[src/rtl/tick_interval_timer.sv]
// Programmable interval timer clocked by qualified time-base ticks.
// Supports one-shot and auto-reload modes, with an expiry strobe and a square-wave output.
module tick_interval_timer #(
   parameter int CNT_W         = 16,
   parameter bit TICK_IS_LEVEL = 1'b1
) (
   input  logic             clk,
   input  logic             reset_n,
   input  logic             tick,
   input  logic             start,
   input  logic             stop,
   input  logic             periodic,
   input  logic [CNT_W-1:0] load_value,
   output logic             busy,
   output logic [CNT_W-1:0] count,
   output logic             expired,
   output logic             q,
   output logic             err
);

   typedef enum logic {IDLE = 1'b0, RUN = 1'b1} state_t;

   localparam logic [CNT_W-1:0] CNT_ZERO = '0;
   localparam logic [CNT_W-1:0] CNT_ONE  = {{(CNT_W-1){1'b0}}, 1'b1};

   state_t           state_reg, state_next;
   logic [CNT_W-1:0] count_reg, count_next;
   logic [CNT_W-1:0] reload_reg, reload_next;
   logic             mode_reg, mode_next;
   logic             expired_reg, expired_next;
   logic             q_reg, q_next;
   logic             err_reg, err_next;
   logic             tick_en;

   // A level input is reduced to a single-cycle enable on its rising edge.
   generate
      if (TICK_IS_LEVEL) begin : g_level
         logic tick_prev_reg;
         always_ff @(posedge clk or negedge reset_n) begin
            if (!reset_n) tick_prev_reg <= 1'b0;
            else          tick_prev_reg <= tick;
         end
         assign tick_en = tick & ~tick_prev_reg;
      end else begin : g_strobe
         assign tick_en = tick;
      end
   endgenerate

   always_ff @(posedge clk or negedge reset_n) begin
      if (!reset_n) begin
         state_reg   <= IDLE;
         count_reg   <= CNT_ZERO;
         reload_reg  <= CNT_ZERO;
         mode_reg    <= 1'b0;
         expired_reg <= 1'b0;
         q_reg       <= 1'b0;
         err_reg     <= 1'b0;
      end else begin
         state_reg   <= state_next;
         count_reg   <= count_next;
         reload_reg  <= reload_next;
         mode_reg    <= mode_next;
         expired_reg <= expired_next;
         q_reg       <= q_next;
         err_reg     <= err_next;
      end
   end

   // Requests are mutually exclusive per cycle: stop, then start, then tick.
   always_comb begin
      state_next   = state_reg;
      count_next   = count_reg;
      reload_next  = reload_reg;
      mode_next    = mode_reg;
      expired_next = 1'b0;
      q_next       = q_reg;
      err_next     = 1'b0;

      if (stop) begin
         state_next = IDLE;
         count_next = CNT_ZERO;
      end else if (start) begin
         if (load_value == CNT_ZERO) begin
            err_next = 1'b1;
         end else begin
            state_next  = RUN;
            count_next  = load_value;
            reload_next = load_value;
            mode_next   = periodic;
         end
      end else if (tick_en && (state_reg == RUN)) begin
         if (count_reg == CNT_ONE) begin
            expired_next = 1'b1;
            q_next       = ~q_reg;
            if (mode_reg) begin
               count_next = reload_reg;
            end else begin
               count_next = CNT_ZERO;
               state_next = IDLE;
            end
         end else if (count_reg > CNT_ONE) begin
            count_next = count_reg - CNT_ONE;
         end
      end
   end

   assign busy    = (state_reg == RUN);
   assign count   = count_reg;
   assign expired = expired_reg;
   assign q       = q_reg;
   assign err     = err_reg;

endmodule

[config.mk]
export PLATFORM = sky130hd
export DESIGN_NAME = tick_interval_timer
export DESIGN_NICKNAME = d
export VERILOG_FILES = /design/src/rtl/tick_interval_timer.sv
export SDC_FILE = /design/constraint.sdc
export NUM_CORES = 1
export LEC_CHECK = 0
export BUFFER_PORTS_ARGS = -buffer_cell sky130_fd_sc_hd__buf_2
export CAP_MARGIN = 20
export CORE_UTILIZATION = 49
export CTS_CLUSTER_DIAMETER = 60
export CTS_CLUSTER_SIZE = 25
export DETAILED_ROUTE_END_ITERATION = 16
export PLACE_DENSITY = 0.78
export SYNTH_ARGS = -nofsm -noshare
export SYNTH_HDL_FRONTEND = slang
export SYNTH_SLANG_ARGS = --single-unit
[constraint.sdc]
create_clock -name clk -period 2.1 [get_ports clk]
set_clock_uncertainty 0.2 [all_clocks]
set_input_delay 0.21 -clock clk [delete_from_list [all_inputs] [get_ports clk]]
set_output_delay 0.21 -clock clk [all_outputs]
set_load 0.05 [all_outputs]
==> impl_metrics.py <==
metrics = {
    "critical_path": {
        "cp_slowest_cell": "or4b_4",
        "r2r-start": "count[1]",
        "crit_fanout": 6,
        "crit_path_cell_trace": "inv_2 > ha_4 > or4b_4 > o41ai_4 > buf_4 > buf_6 > o22ai_2 > o21ai_1 > o21ai_1",
        "start_kind": "register",
        "required_ns": 2.07,
        "slowest_delay_ns": 0.49,
        "worstSetupPathType": "reg -> reg",
        "crit_buf_inv": 3,
        "path_common_cell": "o21ai_1",
        "arrival_ns": 2.40,
        "worstRegToRegCells": 9,
        "critical-path-top-delay-family": "compound AO/OA/AOI/OAI gates",
        "r2r_setup_slack_ns": -0.33,
        "cp-end-kind": "register",
        "reg2reg_to": "count[6]",
    },
    "synthesis": {
        "synth_edf_count": 0,
        "ys.flop_type": "dfrtp_1",
        "syn_nets": 259,
        "yosys.area_share.simple_pct": 26.3,
        "synth_fa_ha_area_share_pct": 1.19,
        "synth_area_leaders": "dfrtp_1 (45%), nand2_1 (8.4%), o21ai_0 (5.2%), nor4_1 (3.3%), a2bb2oi_1 (2.9%)",
        "syn_area_um2": 2110,
        "synth_cell_types": 44,
        "synth_top_area_cell": "dfrtp_1",
        "synth_xor_area_share_pct": 2.07,
        "ys_ff_latch": 38,
        "synth-async-reset-ratio_pct": 100,
        "synth_compound_gate_area_share_pct": 21.2,
        "yosys_warnings": 0,
        "postSynthCellCount": 235,
        "syn_area_per_cell_um2": 8.98,
        "synth_top_family_by_area": "simple AND/OR/NAND/NOR gates",
        "synthMuxAreaShare_pct": 1.07,
        "yosysTopAreaCellShare_pct": 45.1,
        "synth-seq-area-share_pct": 45.1,
    },
    "detailed_routing": {
        "dr.pass1.iters": 5,
        "drt-initial-drc-count": 301,
        "vias": 2626,
        "drt-vias-per-instance": 6.57,
        "wl_per_cell_um": 20.4,
        "drc": 0,
        "final_antenna_net_count": 0,
        "totalWireLength_um": 8160,
    },
    "timing": {
        "fmax_ghz": 0.412,
        "whs_ns": 0.00534,
        "rsz0062_at_grt": "yes",
        "period_minus_slack_ns": 2.43,
        "period_share_pct": 116,
        "slew-limit-headroom_pct": 68.3,
        "hold_viol": 0,
        "max_slew.worst_pin.slew_ns": 0.469,
        "setup_ws_ns": -0.327,
        "finalSetupViolCount": 18,
        "slew_violations": 0,
    },
    "die": {
        "die_area_um2": 4570,
        "start_util_pct": 52.0,
        "ios": 42,
        "core_region_area_um2": 4060,
        "core.rowCount": 23,
        "die_w_um": 67.6,
        "die_h_um": 67.6,
    },
    "pwr": {
        "p_leak_uw": 0.00155,
        "vdd_drop_max_mv": 0.459,
        "power_uw": 2550,
        "powerDensity_nw_per_um2": 768,
    },
    "global_route": {
        "grtUsageMet3_pct": 6.76,
        "grt_util_all_layers_pct": 36.6,
        "met2_usage_pct": 56.1,
        "grt_overflow": 0,
        "busiest_layer": "met2",
        "antenna_found_initial": 0,
        "grt_max_degree": 21,
        "grt_pass1_vias": 2385,
        "grt_pass1_wl_um": 12100,
        "grt_util_met1_pct": 51.1,
    },
    "clocking": {
        "cts_tree": "done",
        "htree_levels": 2,
        "clock-sinks": 38,
        "cts-buffers-inserted": 5,
        "cts_max_path_buffers": 2,
        "cts-root-buf": "clkbuf_8",
        "worstSkewPairLatency_ns": 0.29,
        "clk_transition_reported_paths_ns": 0.08,
    },
    "finish": {
        "final_nets": 373,
        "diodes": 0,
        "design_area_um2": 3320,
        "fin_util_pct": 81.9,
        "layout-drive-gt1-share_pct": 49.4,
        "syn_to_final_growth_pct": 57.4,
    },
    "run": {
        "maxCapViolations": 0,
    },
    "min_path": {
        "min_delay_path_depth": 2,
        "holdCritStartpoint": "load_value[12]",
        "hp-class": "in -> reg",
        "worstHoldEndpoint": "reload_reg[12]",
    },
    "run_status": {
        "status": "finished with violations",
        "failed_checks": "negative setup slack",
    },
    "placed_design": {
        "dpl_cell_area_um2": 2800,
        "place.gp.congestion": 0.924,
        "io_buffers": 41,
        "hpwl_um": 4780,
    },
}
==> cell type report <==
cell class | instances | area, um^2
fillers | 213 | 736
inverters | 2 | 7.51
clock inverters | 1 | 5.00
clock buffers | 7 | 86.3
multi-input cells | 181 | 1320
well taps | 50 | 62.6
repair buffers | 121 | 870
flip-flops and latches | 38 | 968
==> cells in the final DEF, fill, tap and decap left out, types with 5 or more instances in the layout <==
cell,netlist,layout
buf_4,1,61
o21ai_0,22,5
dlygate4sd3_1,0,13
nor2_1,12,9
buf_2,1,41
nand2_1,47,42
a211oi_1,8,6
o21ai_1,0,15
dfrtp_2,0,14
buf_6,0,5
nor3_1,9,8
nor4_1,11,6
clkbuf_8,0,6
dfrtp_1,38,24
==> stage by stage <==
| stage | setup slack, ns | TNS (ns) | instances |
|---|---|---|---|
| 2_1_floorplan | -0.254 | -3.18 | 235 |
| 3_3_place_gp | -0.237 | -2.48 | 362 |
| 3_5_place_dp | -0.303 | -2.87 | 362 |
| 4_1_cts | -0.236 | -2.77 | 398 |
| 5_1_grt | -0.366 | -5.76 | 400 |
| 6_report | -0.327 | -4.72 | 400 |
==> cell families after synthesis <==
logic type,count (synthesis)
AO/OA/AOI/OAI,64
adder cells (fa/ha/maj),2
AND/OR/NAND/NOR,108
multiplexers,2
XOR/XNOR,5
buffers and inverters,16
flip-flops,38
==> metal layers <==
| metal | vias up | wire length [um] |
|---|---|---|
| met3 | 41 | 876 |
| met4 | 0 | 288 |
| met5 | - | 0 |
| met1 | 1260 | 3320 |
| li1 | 1112 | - |
| met2 | 213 | 3680 |
==> cells in the mapped netlist, drive strengths merged (2+ instances only) <==
master and count:
nand2 47, dfrtp 38, o21ai 22, clkbuf 12, nor2 12, nor4 12
nor3 10, a211oi 8, a2bb2oi 7, a221oi 6, o22ai 6, a22o 4
nor3b 4, or4 4, xor2 4, nor2b 3, a21o 2, a21oi 2
and2 2, buf 2, ha 2, inv 2, mux2 2, nand4 2
nand4b 2, or2 2, or3 2
==> worst register-to-register path: stages (launching register included) <==
cell and delay [ns]:
dfrtp_2 0.41, inv_2 0.08, ha_4 0.13, or4b_4 0.49, o41ai_4 0.27, buf_4 0.22, buf_6 0.14, o22ai_2 0.08
o21ai_1 0.17, o21ai_1 0.10
==> timing repair <==
action	in CTS	in global routing
endpoints found under the hold margin	30	0
setup buffers	14	2
endpoints found under the setup margin	19	18
pin swaps	11	10
cloned	1	0
hold buffers	13	0
gates resized for setup	36	19
==> worst max-delay path by stage <==
stage	slack (ns)	cells past startpoint	to	startpoint
after floorplan	-0.25	8	count[0]	count[1]
after global placement	-0.24	8	count[2]	count[1]
after detailed placement	-0.30	6	count[2]	count[11]
after CTS	-0.24	8	count[13]	count[1]
after global routing	-0.37	8	count[13]	count[1]
final	-0.33	9	count[6]	count[1]
==> report_power, final <==
part	leakage, uW	internal (uW)	switching (uW)
Combinational	0.00104	460	659
Clock	0.0000482	265	258
Sequential	0.000464	829	80.8
No activity file was read; power rests on OpenSTA's default activity.
